[config.mk]
export PLATFORM = sky130hd
export DESIGN_NAME = fdiv_param
export DESIGN_NICKNAME = d
export VERILOG_FILES = /design/src/rtl/fdiv_param.sv
export SDC_FILE = /design/constraint.sdc
export NUM_CORES = 1
export LEC_CHECK = 0
export ABC_AREA = 1
export BUFFER_PORTS_ARGS = -buffer_cell sky130_fd_sc_hd__buf_2
export CORE_AREA = 2 2 146 148
export CTS_CLUSTER_DIAMETER = 40
export DETAILED_ROUTE_END_ITERATION = 6
export DIE_AREA = 0 0 148 150
export PLACE_DENSITY = 0.72
export SLEW_MARGIN = 10
export SYNTH_ARGS = -nofsm -noshare
export SYNTH_HDL_FRONTEND = slang
export SYNTH_SLANG_ARGS = --single-unit
[constraint.sdc]
create_clock -name clk -period 3 [get_ports clk]
set_input_delay 0.6 -clock clk [delete_from_list [all_inputs] [get_ports clk]]
set_output_delay 0.6 -clock clk [all_outputs]
set_load 0.02 [all_outputs]
[src/rtl/fdiv_param.sv]
`default_nettype none
// ============================================================================
// Module   : fdiv_param
// Purpose  : Parameterised binary floating-point divider. Radix-2 restoring
//            mantissa division (MAN_W+3 iterations) followed by one normalise
//            cycle; specials resolved without iterating. Subnormals in and
//            out are flushed to signed zero.
// Options  : FDIV_PARAM_RNE_EN - round to nearest, ties to even
//            (undefined: truncate toward zero, same latency)
// Revision : 1.0 - initial release
// ============================================================================
module fdiv_param #(
  parameter int EXP_W = 8,
  parameter int MAN_W = 23,
  parameter int TAG_W = 4
) (
  input  logic                 clk,
  input  logic                 rst_n,
  input  logic                 dispatch,
  input  logic [EXP_W+MAN_W:0] a,
  input  logic [EXP_W+MAN_W:0] b,
  input  logic [1:0]           op,
  input  logic [TAG_W-1:0]     tag_in,
  output logic                 busy,
  output logic                 done,
  output logic [EXP_W+MAN_W:0] q,
  output logic [TAG_W-1:0]     q_tag,
  output logic                 invalid,
  output logic                 divzero
);

  localparam int W   = 1 + EXP_W + MAN_W;
  localparam int EW  = EXP_W + 2;
  localparam int NIT = MAN_W + 3;
  localparam int CW  = $clog2(NIT);

  localparam logic signed [EW-1:0] BIAS  = EW'((1 << (EXP_W - 1)) - 1);
  localparam logic signed [EW-1:0] EMAX  = EW'((1 << EXP_W) - 1);
  localparam logic signed [EW-1:0] E_ONE = EW'(1);
  localparam logic [W-1:0]  ONE_W  = {2'b00, {(EXP_W-1){1'b1}}, {MAN_W{1'b0}}};
  localparam logic [W-1:0]  QNAN_W = {1'b0, {EXP_W{1'b1}}, 1'b1, {(MAN_W-1){1'b0}}};
  localparam logic [CW-1:0] LAST   = CW'(NIT - 1);

  typedef enum logic [1:0] {
    IDLE = 2'd0,
    CALC = 2'd1,
    NORM = 2'd2
  } state_t;

  // state and datapath registers
  state_t                 state_q, state_d;
  logic [CW-1:0]          cnt_q, cnt_d;
  logic [MAN_W+1:0]       rem_q, rem_d;
  logic [MAN_W:0]         div_q, div_d;
  logic [NIT-1:0]         quo_q, quo_d;
  logic signed [EW-1:0]   exp_q, exp_d;
  logic                   sign_q, sign_d;
  logic [TAG_W-1:0]       tag_q, tag_d;
  logic                   spec_q, spec_d;
  logic [W-1:0]           spec_word_q, spec_word_d;
  logic                   spec_inv_q, spec_inv_d;
  logic                   spec_dz_q, spec_dz_d;
  logic                   busy_q, busy_d;
  logic                   done_q, done_d;
  logic [W-1:0]           q_q, q_d;
  logic [TAG_W-1:0]       q_tag_q, q_tag_d;
  logic                   invalid_q, invalid_d;
  logic                   divzero_q, divzero_d;

  // operand decode
  logic [W-1:0]           x, y;
  logic [EXP_W-1:0]       xe, ye;
  logic [MAN_W-1:0]       xf, yf;
  logic                   x_zero, y_zero, x_inf, y_inf, x_nan, y_nan;
  logic                   res_sign, accept;

  // special-case resolution
  logic                   sp_hit, sp_inv, sp_dz;
  logic [W-1:0]           sp_word;

  // one restoring iteration
  logic [MAN_W+2:0]       trial;
  logic                   q_bit;
  logic [MAN_W+1:0]       rem_next;

  // normalise / round / range
  logic [MAN_W-1:0]       frac_pre, frac;
  logic signed [EW-1:0]   e_n, e_r;
  logic                   rnd_inc, rnd_carry;
  logic [W-1:0]           norm_word;
`ifdef FDIV_PARAM_RNE_EN
  logic                   rnd_g, rnd_s;
`endif

  assign accept = dispatch & ~busy_q;

  // map op onto a dividend x and divisor y
  always_comb begin
    x = a;
    y = b;
    case (op)
      2'b01:   x = ONE_W;
      2'b10:   begin x = b; y = a; end
      default: ;
    endcase
  end

  assign xe = x[W-2:MAN_W];
  assign ye = y[W-2:MAN_W];
  assign xf = x[MAN_W-1:0];
  assign yf = y[MAN_W-1:0];
  // a zero exponent field covers true zeros and flushed subnormals
  assign x_zero = (xe == '0);
  assign y_zero = (ye == '0);
  assign x_inf  = (&xe) & ~(|xf);
  assign y_inf  = (&ye) & ~(|yf);
  assign x_nan  = (&xe) & (|xf);
  assign y_nan  = (&ye) & (|yf);
  assign res_sign = (op == 2'b11) ? 1'b0 : (x[W-1] ^ y[W-1]);

  // classify operand pairs whose result needs no iteration
  always_comb begin
    sp_hit  = 1'b1;
    sp_inv  = 1'b0;
    sp_dz   = 1'b0;
    sp_word = '0;
    if (x_nan || y_nan || (x_zero && y_zero) || (x_inf && y_inf)) begin
      sp_word = QNAN_W;
      sp_inv  = 1'b1;
    end else if (x_inf) begin
      sp_word = {res_sign, {EXP_W{1'b1}}, {MAN_W{1'b0}}};
    end else if (y_zero) begin
      sp_word = {res_sign, {EXP_W{1'b1}}, {MAN_W{1'b0}}};
      sp_dz   = 1'b1;
    end else if (x_zero || y_inf) begin
      sp_word = {res_sign, {(W-1){1'b0}}};
    end else begin
      sp_hit  = 1'b0;
    end
  end

  assign trial    = {1'b0, rem_q} - {2'b00, div_q};
  assign q_bit    = ~trial[MAN_W+2];
  assign rem_next = q_bit ? trial[MAN_W+1:0] : rem_q;

  // normalise the quotient, round, and apply exponent range limits
  always_comb begin
    if (quo_q[NIT-1]) begin
      frac_pre = quo_q[NIT-2:2];
      e_n      = exp_q;
    end else begin
      frac_pre = quo_q[NIT-3:1];
      e_n      = exp_q - E_ONE;
    end
`ifdef FDIV_PARAM_RNE_EN
    if (quo_q[NIT-1]) begin
      rnd_g = quo_q[1];
      rnd_s = quo_q[0] | (|rem_q);
    end else begin
      rnd_g = quo_q[0];
      rnd_s = |rem_q;
    end
    rnd_inc = rnd_g & (rnd_s | frac_pre[0]);
`else
    rnd_inc = 1'b0;
`endif
    // an all-ones fraction rounding up wraps to zero and bumps the exponent
    rnd_carry = rnd_inc & (&frac_pre);
    frac      = frac_pre + {{(MAN_W-1){1'b0}}, rnd_inc};
    e_r       = rnd_carry ? (e_n + E_ONE) : e_n;
    if (e_r >= EMAX) begin
      norm_word = {sign_q, {EXP_W{1'b1}}, {MAN_W{1'b0}}};
    end else if (e_r <= 0) begin
      norm_word = {sign_q, {(W-1){1'b0}}};
    end else begin
      norm_word = {sign_q, e_r[EXP_W-1:0], frac};
    end
  end

  // next-state and register-update logic
  always_comb begin
    state_d     = state_q;
    cnt_d       = cnt_q;
    rem_d       = rem_q;
    div_d       = div_q;
    quo_d       = quo_q;
    exp_d       = exp_q;
    sign_d      = sign_q;
    tag_d       = tag_q;
    spec_d      = spec_q;
    spec_word_d = spec_word_q;
    spec_inv_d  = spec_inv_q;
    spec_dz_d   = spec_dz_q;
    busy_d      = busy_q;
    done_d      = 1'b0;
    q_d         = q_q;
    q_tag_d     = q_tag_q;
    invalid_d   = invalid_q;
    divzero_d   = divzero_q;
    case (state_q)
      IDLE: begin
        if (accept) begin
          tag_d       = tag_in;
          sign_d      = res_sign;
          busy_d      = 1'b1;
          spec_d      = sp_hit;
          spec_word_d = sp_word;
          spec_inv_d  = sp_inv;
          spec_dz_d   = sp_dz;
          if (sp_hit) begin
            // specials skip the iterations and retire on the next edge
            state_d = NORM;
          end else begin
            state_d = CALC;
            cnt_d   = '0;
            rem_d   = {1'b0, 1'b1, xf};
            div_d   = {1'b1, yf};
            quo_d   = '0;
            exp_d   = $signed({2'b00, xe}) - $signed({2'b00, ye}) + BIAS;
          end
        end
      end
      CALC: begin
        quo_d = {quo_q[NIT-2:0], q_bit};
        rem_d = rem_next << 1;
        cnt_d = cnt_q + 1'b1;
        if (cnt_q == LAST) begin
          state_d = NORM;
        end
      end
      NORM: begin
        state_d = IDLE;
        busy_d  = 1'b0;
        done_d  = 1'b1;
        q_tag_d = tag_q;
        if (spec_q) begin
          q_d       = spec_word_q;
          invalid_d = spec_inv_q;
          divzero_d = spec_dz_q;
        end else begin
          q_d       = norm_word;
          invalid_d = 1'b0;
          divzero_d = 1'b0;
        end
      end
      default: begin
        state_d = IDLE;
        busy_d  = 1'b0;
      end
    endcase
  end

  // state register with asynchronous clear
  always_ff @(posedge clk or negedge rst_n) begin
    if (!rst_n) begin
      state_q     <= IDLE;
      cnt_q       <= '0;
      rem_q       <= '0;
      div_q       <= '0;
      quo_q       <= '0;
      exp_q       <= '0;
      sign_q      <= 1'b0;
      tag_q       <= '0;
      spec_q      <= 1'b0;
      spec_word_q <= '0;
      spec_inv_q  <= 1'b0;
      spec_dz_q   <= 1'b0;
      busy_q      <= 1'b0;
      done_q      <= 1'b0;
      q_q         <= '0;
      q_tag_q     <= '0;
      invalid_q   <= 1'b0;
      divzero_q   <= 1'b0;
    end else begin
      state_q     <= state_d;
      cnt_q       <= cnt_d;
      rem_q       <= rem_d;
      div_q       <= div_d;
      quo_q       <= quo_d;
      exp_q       <= exp_d;
      sign_q      <= sign_d;
      tag_q       <= tag_d;
      spec_q      <= spec_d;
      spec_word_q <= spec_word_d;
      spec_inv_q  <= spec_inv_d;
      spec_dz_q   <= spec_dz_d;
      busy_q      <= busy_d;
      done_q      <= done_d;
      q_q         <= q_d;
      q_tag_q     <= q_tag_d;
      invalid_q   <= invalid_d;
      divzero_q   <= divzero_d;
    end
  end

  assign busy    = busy_q;
  assign done    = done_q;
  assign q       = q_q;
  assign q_tag   = q_tag_q;
  assign invalid = invalid_q;
  assign divzero = divzero_q;

endmodule
`default_nettype wire

# == After elaboration in Yosys (flattened, before gate mapping) ==
# Index checks and enable logic that the tools add are counted.
# op_classes
magnitude_cmp,2
reduce_logical,19
n_addsub,5
muxes,39
bitwise,12
n_eq_ne,9
# ops
op,count
$mux 32,6
$pmux 32 s2,1
$mux 31,2
$mux 26,2
$pmux 26 s2,1
$mux 25,2
$pmux 25 s2,1
$reduce_or 23->1,2
$sub 25x24->26,1
$mux 24,1
$mux 23,1
$logic_not 8->1,2
$reduce_and 8->1,2
$mux 1,13
$add 9x8->10 const B,1
$ge 10x9->1 const B,1
$le 10x1->1 const B,1
$mux 10,1
$mux 5,2
$pmux 5 s2,1
$sub 10x2->10 const B,1
$sub 8x8->9,1
$eq 2x2->1 const B,3
$mux 2,3
15 further kinds,34
# totals
register_bits,172
input_bits,73
out_inout_bits,40
elab_cells,104

# == Longest topological paths before layout ==
# Gate-level depths: netlist (run 1).
# logic_depth
ltp_word,13
mapped_depth,24
mapped_depth_nobuf,23

# == Least setup slack after synthesis (run 1) ==
# Ideal clock, no wire load.
# synth_path
path_kind,input to register
start,input port op[0]
end,register exp_q[7]
setup_time_ps,76
required_ps,2924
path_slack_ps,-61
n_path_buf,2
arrival_ps,2985
path_stages,16
path_cell_list,inv_1 ha_1 buf_4 inv_2 buf_6 o21ai_1 inv_1 fa_1 xor2_1 nor3_1 nand2_1 nor2_1 nand2_1 o21ai_0 nand2_1 o21ai_1
# synth_via
elab_chain_len,12
word_cells_on_any_way,30
classes_between,2 x add/sub; 2 x eq/ne; 6 x mux; 7 x bitwise; 13 x reduce/logical
# synth_rtl
element,line,rtl
from (decl),22,"input logic [1:0] op,"
"parallel branches: the longest is 12 deep, another holds $add 9x8->10",-,
to (signal assigned),280,exp_q <= exp_d;
to (decl),56,"logic signed [EW-1:0] exp_q, exp_d;"
# Several ways; the timed one is not identified.
# A chain may end at the register's enable or synchronous reset.

# == Worst setup path after layout (run 1) ==
# layout_path
start,input port op[1]
end,register exp_q[7]
# The elaborated chain is that of the path after synthesis.

==> reports/qor.txt, run 1 <==
CTS H-tree lvls = 4
CTS tree = yes
Worst hold slack = 0.09268 ns
Mean area per synthesized cell = 6.393 µm²
DRC viols = 0
Clock transition at the registers of the reported paths = 0.08 ns
Setup ws final = 0.2766 ns
First-pass DRT Iterations = 5
Asr flop ratio synth = 100.0%
Critical Path RT = 3.36 ns
Die Height = 150 µm
CP Cell Sequence = buf_2, buf_4, inv_1, ha_1, inv_1, nor2_2, nor2_1, nand2_1, inv_2, ha_4, inv_2, fa_1, buf_4, nor3_2, nand2_1, nor2_1, nand2_1, o21ai_1, nand2_1, o21ai_1
CP Capture Type = flop
Register bit total from synthesis = 142
Core area = 20690 µm²
Placed cell area = 11910 µm²
Row Count = 53
Placer Congestion = 0.9483
Diode count = 0
Share of cells above drive strength 1 = 14.73%
# port buffers = 112
CP most frequent cell = nand2_1
Setup TNS = 0 ns
Status = completed
Hpwl dp = 21900 µm
Synth cell count leaders = 648 x nand2_1, 186 x inv_1, 183 x nand3_1
Setup CP Type = in2reg
Register area share after synthesis = 33.52%
Worst slew margin = 50.82%
Multi-input logic area = 5977 µm²
Drt wl/cell = 13.89 µm
FF/Latch Area = 3553 µm²
Max-Cap Viols = 0
GRT overflow = 0
Max VDD drop = 0.3650 mV
Total CTS buffers = 17
Crit path largest cell delay = 0.48 ns
Clk sink count = 142
WL final = 29170 µm
Hold Fails Final Rpt = 0
CTS root buf = clkbuf_16
EDFF count, synth = 0
Area Growth Syn to Fin = 18.26%
Clock Path Buffers = 2
Top cells by area, synth = dfrtp_1 34%, nand2_1 23%, nand3_1 8.6%
Net Count, Synth = 1774
Worst slew pin tran = 0.7369 ns
Final period util = 90.78%
RSZ-0062 raised after global routing = no
Post-Place Setup Slack = -0.2940 ns
Finished Core Util = 60.59%
ANT nets after route = 0
Final setup viols = 0
Clock skew = 0.01039 ns
Total number of vias = 10921
Cell accounting for the most synthesized area = dfrtp_1
Maximum clock rate = 367.2 MHz
Largest net degree at the start of global routing = 63
Die area = 22200 µm²
Final min period = 2.723 ns
Post-Syn Area = 10600 µm²
DIE WIDTH = 148 µm
Slowest CP cell = fa_1
Final Cell Area = 12540 µm²
Initial antenna violation count = 0
CP Data Arrival Time = 3.08 ns
DRT iter0 DRCs = 791
Leakage = 6.829 nW
CP Max Fanout = 2
Final #Nets = 1929
# fillers = 2042
Number of vias per cell = 5.198
Yosys top cell area share = 33.52%
Synth warn = 0
Main synth FF type = dfrtp_1
Initial Util = 51.23%
First-pass GRT wire length = 48250 µm
Clock Latency Late Sink = 0.43 ns
Gr usage total = 26.77%
# IOs = 113
Pins Over Slew Limit = 0
Number of global-route vias before repair = 9977
Mapped Cells = 1658
Yosys cell types = 40
Top-count cell post-synth = nand2_1
Power Dens Cells = 389.8 nW/µm²
Crit path launch type = primary input
Hold Path Class = in2async
[cells in the final DEF, fill, tap and decap left out, types with 6 or more instances in the layout]
cell,synthesis,final
nand3_1,183,183
clkinv_8,0,6
inv_2,4,6
clkbuf_16,0,17
a21oi_1,42,42
ha_1,41,38
nand4_1,12,12
buf_2,21,111
or2_2,6,6
a211oi_1,21,21
buf_4,11,88
xnor2_1,14,14
xor2_1,10,10
nor2_1,142,139
nand3b_1,21,21
o21ai_0,51,49
nor3_1,9,8
inv_1,186,184
nand2_1,648,648
dfrtp_1,142,142
o21ai_1,29,30
[metal layers]
layer  routed length (µm)  GRT usage, %  vias up  part of all wire (%)
met2                13330         42.85      308                    46
met5                    0             0        -                     0
met3                 1624         4.085       44                   5.6
met4                  564         7.810        0                   1.9
met1                13660         37.68     5026                    47
li1                     -             -     5543                     -
[state kept, by name (all words and copies together) (netlist names), 2 cells and up]
| name | cells |
|---|---|
| tag_q | 4 |
| q_tag | 4 |
| cnt_q | 5 |
| rem_q | 25 |
| exp_q | 10 |
| spec_word_q | 3 |
| div_q | 24 |
| q | 32 |
| state_q | 2 |
| quo_q | 26 |
[layout make-up]
cell class,count,share of cell area (%)
clock buffer,17,3.394
clock inverter,15,1.527
tap,275,2.745
multi-input combinational,1256,47.68
inverter,191,5.719
sequential,142,28.35
timing repair buffer,205,10.59
[cells by family (layout without fill, tap and decap cells)]
group,after synthesis,count (layout),synth area share [%]
and+or+nand+nor,1032,1032,40.44
DFF,142,142,33.52
AOI/OAI and AO/OA,156,156,8.192
buffers and inverters,260,428,10.55
adders and majority gates,43,43,5.217
xor gates and xnor gates,24,24,1.983
muxes,1,1,0.09443
[critical path, delay by kind of cell]
kind / cells / cell delay (ns)
and+or+nand+nor: 8 / 0.79
adders and majority gates: 3 / 0.78
buffers and inverters: 7 / 0.60
AOI/OAI and AO/OA: 2 / 0.30
[final timing paths]
| kind | startpoint | slack, ns | cells past startpoint | end |
|---|---|---|---|---|
| worst min-delay path | rst_n | 0.09 | 1 | rem_q[24] |
| max in group asynchronous | rst_n | 2.08 | 2 | spec_word_q[31] |
| worst min register to register | q[8] | 0.48 | 2 | q[8] |
| min in group clk | tag_in[2] | 0.38 | 3 | tag_q[2] |
| worst max-delay path | op[1] | 0.28 | 20 | exp_q[7] |
| worst max register to register | div_q[7] | 0.44 | 14 | rem_q[16] |
[power breakdown]
group,total (mW),internal [mW],switching (mW),leakage (nW)
combinational,0.805,0.346,0.459,4.88
sequential,1.91,1.91,0,1.66
clock,2.17,1.14,1.03,0.298
[what timing repair did]
action                                  4_1_cts  5_1_grt
buffers inserted                              0        0
hold buffers                                  0        0
endpoints found under the setup margin        0        4
gates resized for setup                       0        4
[metrics by stage]
step / instances / power [mW]
6_report: 2101 / 4.887
5_1_grt: 2101 / 5.103
4_1_cts: 2101 / 4.916
3_5_place_dp: 2069 / 2.746
3_3_place_gp: 2069 / 2.736
2_1_floorplan: 1658 / 2.382
(Power assumes the default switching activity.)
==> inputs of run 2 (changes only) <==
- MAX_ROUTING_LAYER: default -> met4
- REMOVE_ABC_BUFFERS: default -> 1
==> reports/qor.txt, run 2 (same netlist as run 1, synthesis figures left out) <==
Status = completed
Final setup viols = 0 (unchanged)
Final Cell Area = 12410 µm² (-0.97%)
Clock transition at the registers of the reported paths = 0.06 ns (-0.02 ns)
Placed cell area = 11830 µm² (-0.67%)
Initial Util = 51.23% (unchanged)
Worst R2R Start = rem_q[7]
CTS tree = yes
Die area = 22200 µm² (unchanged)
First-pass DRT Iterations = 6 (+1)
# IOs = 113 (unchanged)
Setup TNS = 0 ns (unchanged)
Final #Nets = 1920 (-0.47%)
Post-Place Setup Slack = -0.3256 ns (-0.03161 ns)
Share of cells above drive strength 1 = 13.82% (-0.91 points)
WL final = 29850 µm (+2.3%)
Total CTS buffers = 17 (unchanged)
Maximum clock rate = 367.9 MHz (+0.19%)
Number of vias per cell = 5.222 (+0.46%)
Placer Congestion = 0.9902 (+4.4%)
GRT overflow = 0 (unchanged)
CP Capture Type = flop
CP Max Fanout = 20 (+18)
Post CTS Setup Buffer Count = 0 (unchanged)
Power Dens Cells = 382.7 nW/µm² (-1.8%)
ANT nets after route = 0 (unchanged)
Max-Cap Viols = 0 (unchanged)
Setup CP Type = in2reg
RR Endpoint = rem_q[22]
Number of global-route vias before repair = 10032 (+0.55%)
# fillers = 2011 (-1.5%)
Worst slew pin tran = 0.7581 ns (+0.02120 ns)
Die Height = 150 µm (unchanged)
DRT iter0 DRCs = 895 (+13%)
# resized after CTS = 0 (unchanged)
Max VDD drop = 0.3640 mV (-0.26%)
R2r worst-path depth = 13 (-1)
Largest net degree at the start of global routing = 74 (+17%)
Leakage = 6.758 nW (-1.0%)
Max reg flops = 32 (unchanged)
CP Data Arrival Time = 3.08 ns (about the same)
Clk sink count = 142 (unchanged)
Final period util = 90.61% (-0.17 points)
Hpwl dp = 22560 µm (+3.0%)
Crit path launch type = primary input
Total number of vias = 10919 (-0.018%)
Gr usage total = 28.10% (+1.3 points)
Clock Latency Late Sink = 0.43 ns (about the same)
# port buffers = 112 (unchanged)
Area Growth Syn to Fin = 17.12%
Initial antenna violation count = 0 (unchanged)
Leading cell type in the layout, fill and taps excluded = nand2_1
Pins Over Slew Limit = 0 (unchanged)
Reg2reg setup slack = 0.41 ns (-0.03 ns)
Hold Path Class = in2async
Diode count = 0 (unchanged)
Most frequent cells in the layout = 648 x nand2_1, 186 x inv_1, 183 x nand3_1, 142 x dfrtp_1, 140 x nor2_1
Setup ws final = 0.2817 ns (+0.005105 ns)
Hold buffers post-CTS = 0 (unchanged)
Pwr Total = 4.751 mW (-2.8%)
Drt wl/cell = 14.27 µm (+2.8%)
Hold Fails Final Rpt = 0 (unchanged)
DIE WIDTH = 148 µm (unchanged)
Clock Path Buffers = 2 (unchanged)
First-pass GRT wire length = 48660 µm (+0.84%)
Worst slew margin = 49.40% (-1.4 points)
Row Count = 53 (unchanged)
Final min period = 2.718 ns (-0.005105 ns)
Critical Path RT = 3.36 ns (about the same)
Core area = 20690 µm² (unchanged)
CTS H-tree lvls = 4 (unchanged)
Clock skew = 0.01646 ns (+0.006068 ns)
DRC viols = 0 (unchanged)
CTS root buf = clkbuf_16
==> run 2: changes by cell type in the layout (fill, tap and decap cells not counted), moves of 3 or more <==
| cell | before | now |
|---|---|---|
| buf_4 | 88 | 78 |
| clkinv_8 | 6 | 0 |
| clkinvlp_4 | 0 | 4 |
| clkbuf_8 | 0 | 3 |
| inv_2 | 6 | 3 |
| inv_8 | 3 | 0 |
==> run 2: final cells by class <==
class	instances	area, µm²	share of cell area [%]
Clock inverter	10	103.9	0.8365
Inverter	191	719.4	5.795
Timing Repair Buffer	196	1272	10.25
Sequential cell	142	3553	28.62
Multi-Input combinational cell	1256	5951	47.93
Clock buffer	21	470.5	3.790
Tap cell	275	344.1	2.772
==> run 2: worst max-delay path by stage <==
stage / from / endpoint / cells after the start
floorplan: op[0] / state_q[0] / 14
global placement: op[0] / exp_q[7] / 16
detailed placement: op[0] / exp_q[9] / 16
CTS: op[0] / exp_q[9] / 16
global route: op[1] / exp_q[8] / 23
finish: op[0] / div_q[15] / 19
==> run 2: worst max-delay path: stages <==
cell	delay, ns
buf_2	0.09
inv_1	0.06
ha_4	0.17
inv_1	0.08
buf_4	0.27
buf_4	0.21
nand2_1	0.06
o21ai_1	0.17
nand3_1	0.11
nor2_1	0.16
nand3_1	0.11
nand2_1	0.07
nand2_1	0.07
nor2_4	0.15
nand3_2	0.12
inv_1	0.23
buf_4	0.20
nand2_1	0.07
nand2_1	0.07
==> run 2: routing by layer <==
layer,up-vias,part of all wire [%],track usage [%]
met5,-,0,-
met4,0,2.5,9.524
met3,48,5.9,3.293
met2,337,45,43.43
met1,5019,47,38.56
li1,5515,-,-
==> run 2: through the flow <==
| step | hold WS (ns) | utilization, % | std cells |
|---|---|---|---|
| after floorplan | 0.3044 | - | 1589 |
| after global placement | 0.4444 | 57.15 | 2060 |
| after detailed placement | 0.4476 | 57.15 | 2060 |
| after CTS | 0.2167 | 59.93 | 2091 |
| after global routing | 0.2358 | 60.00 | 2091 |
| final | 0.1871 | 60.00 | 2091 |
==> run 2: where the power goes <==
group          internal, mW  total [mW]  switching (mW)  leakage [nW]
clock                  1.21        2.07           0.851         0.269
sequential             1.92        1.92               0          1.66
combinational         0.320       0.771           0.451          4.83
==> inputs of run 3 (changes only) <==
- CORE_AREA: 2 2 146 148 -> 2 2 142 144
- DIE_AREA: 0 0 148 150 -> 0 0 144 146
- PLACE_DENSITY: 0.72 -> 0.76
==> reports/qor.txt, run 3 (same netlist as run 1, synthesis figures left out) <==
Die area = 21020 µm² (-5.3%)
Leading cell type in the layout, fill and taps excluded = nand2_1
CP Max Fanout = 25 (+25%)
# port buffers = 112 (unchanged)
Final Cell Area = 12380 µm² (-0.25%)
Worst slew margin = 48.19% (-1.2 points)
Power Dens Cells = 392.0 nW/µm² (+2.4%)
Number of vias per cell = 5.252 (+0.58%)
ANT nets after route = 0 (unchanged)
Drt wl/cell = 13.90 µm (-2.6%)
Crit path largest cell delay = 0.41 ns (+0.14 ns)
Max VDD drop = 0.2378 mV (-35%)
Crit path launch type = primary input
RSZ-0062 raised after global routing = no
Placer Congestion = 0.9708 (-2.0%)
Clock skew = 0.01365 ns (-0.002813 ns)
Final period util = 91.65% (+1.0 points)
Maximum clock rate = 363.7 MHz (-1.1%)
Final #Nets = 1914 (-0.31%)
Gr usage total = 28.83% (+0.73 points)
Worst slew pin tran = 0.7763 ns (+0.01819 ns)
WL final = 28860 µm (-3.3%)
Hold Fails Final Rpt = 0 (unchanged)
Clock Latency Late Sink = 0.43 ns (about the same)
Area Growth Syn to Fin = 16.82%
Row Count = 51 (-3.8%)
# IOs = 113 (unchanged)
DRT iter0 DRCs = 859 (-4.0%)
First-pass DRT Iterations = 7 (+1)
WL met2 = 12940 µm (-2.8%)
Met3 wire length = 2051 µm (+16%)
DIE WIDTH = 144 µm (-2.7%)
Number of global-route vias before repair = 10088 (+0.56%)
CTS root buf = clkbuf_16
Final min period = 2.749 ns (+0.03113 ns)
CP Cell Sequence = buf_2, inv_1, ha_2, buf_4, nor2_1, nor2_1, nand3_1, nor2_1, nand3_1, nand2_1, inv_2, nor2_4, nand3_2, buf_4, nand3_1, nand2_1
Max-Cap Viols = 0 (unchanged)
Leakage = 6.746 nW (-0.17%)
Hpwl dp = 22040 µm (-2.3%)
First-pass GRT wire length = 48070 µm (-1.2%)
Largest net degree at the start of global routing = 70 (-5.4%)
Total CTS buffers = 17 (unchanged)
CP Data Arrival Time = 3.06 ns (-0.02 ns)
CTS H-tree lvls = 4 (unchanged)
Hold Path Class = in2async
Wl on met1 = 13330 µm (-4.9%)
Slowest CP cell = ha_2
Core area = 19330 µm² (-6.5%)
Initial antenna violation count = 0 (unchanged)
Placed cell area = 11760 µm² (-0.59%)
GRT overflow = 0 (unchanged)
Failing checks = DRC
Die Height = 146 µm (-2.7%)
Status = finished with violations
Share of cells above drive strength 1 = 13.69% (-0.13 points)
# fillers = 1794 (-11%)
CTS tree = yes
Top Layer Used = met4
DRC viols = 1 (+1)
Setup CP Type = in2reg
Final setup viols = 0 (unchanged)
Initial Util = 54.82% (+3.6 points)
Clock Path Buffers = 2 (unchanged)
Critical Path RT = 3.31 ns (-0.05 ns)
Most frequent cells in the layout = 648 x nand2_1, 185 x inv_1, 183 x nand3_1, 142 x dfrtp_1, 140 x nor2_1
Diode count = 0 (unchanged)
Clk sink count = 142 (unchanged)
Total number of vias = 10904 (-0.14%)
CP Capture Type = flop
Max reg flops = 32 (unchanged)
Worst hold slack = 0.1188 ns (-0.06830 ns)
Clock transition at the registers of the reported paths = 0.06 ns (about the same)
Pins Over Slew Limit = 0 (unchanged)
[run 3: report_power, final]
group          total (mW)  internal, mW  leakage [nW]  switching (mW)
clock network        2.18          1.21         0.297           0.978
logic               0.757         0.309          4.79           0.447
registers            1.91          1.91          1.66               0
[run 3: cell type report]
class,count,area [µm²],share of cell area [%]
Inverter,191,716.9,5.790
Sequential cell,142,3553,28.70
Multi-Input combinational cell,1256,5941,47.97
Timing Repair Buffer,190,1215,9.811
Tap cell,265,331.6,2.678
Clock buffer,17,425.4,3.435
Clock inverter,15,200.2,1.617
[run 3: stage by stage]
stage,total power [mW],util [%],setup WS [ns],instances,setup TNS (ns)
after global routing,5.055,64.05,0.004935,2076,0
after detailed placement,2.697,60.80,-0.2131,2044,-7.154
after global placement,2.688,60.80,-0.1345,2044,-1.676
final,4.854,64.05,0.2505,2076,0
after CTS,4.873,64.03,0.2330,2076,0
after floorplan,2.356,-,-2.232,1589,-189.84
[run 3: timing repair]
item / 4_1_cts / 5_1_grt
buffers inserted: 0 / 0
endpoints found under the setup margin: 0 / 9
resized for setup: 0 / 3
hold buffers: 0 / 0
[run 3: per-layer routing]
metal  track usage [%]  up-vias
met5                 -        -
met4             6.716        0
met3             4.278       38
met2             44.38      403
met1             40.24     4950
li1                  -     5513
[run 3: worst paths after layout]
kind	start	endpoint	slack (ns)	depth (start not counted)
min	rst_n	div_q[23]	0.12	1
max reg2reg	exp_q[0]	q[7]	0.48	11
max	op[0]	quo_q[6]	0.25	16
max in group asynchronous	rst_n	q_tag[2]	2.12	2
min reg2reg	div_q[23]	div_q[23]	0.46	2
min in group clk	tag_in[2]	tag_q[2]	0.39	3
[run 3: critical path: cells and delay by family]
| family | cells | cell delay (ns) |
|---|---|---|
| adders and majority gates | 1 | 0.41 |
| buffers and inverters | 5 | 0.76 |
| and+or+nand+nor | 10 | 1.28 |
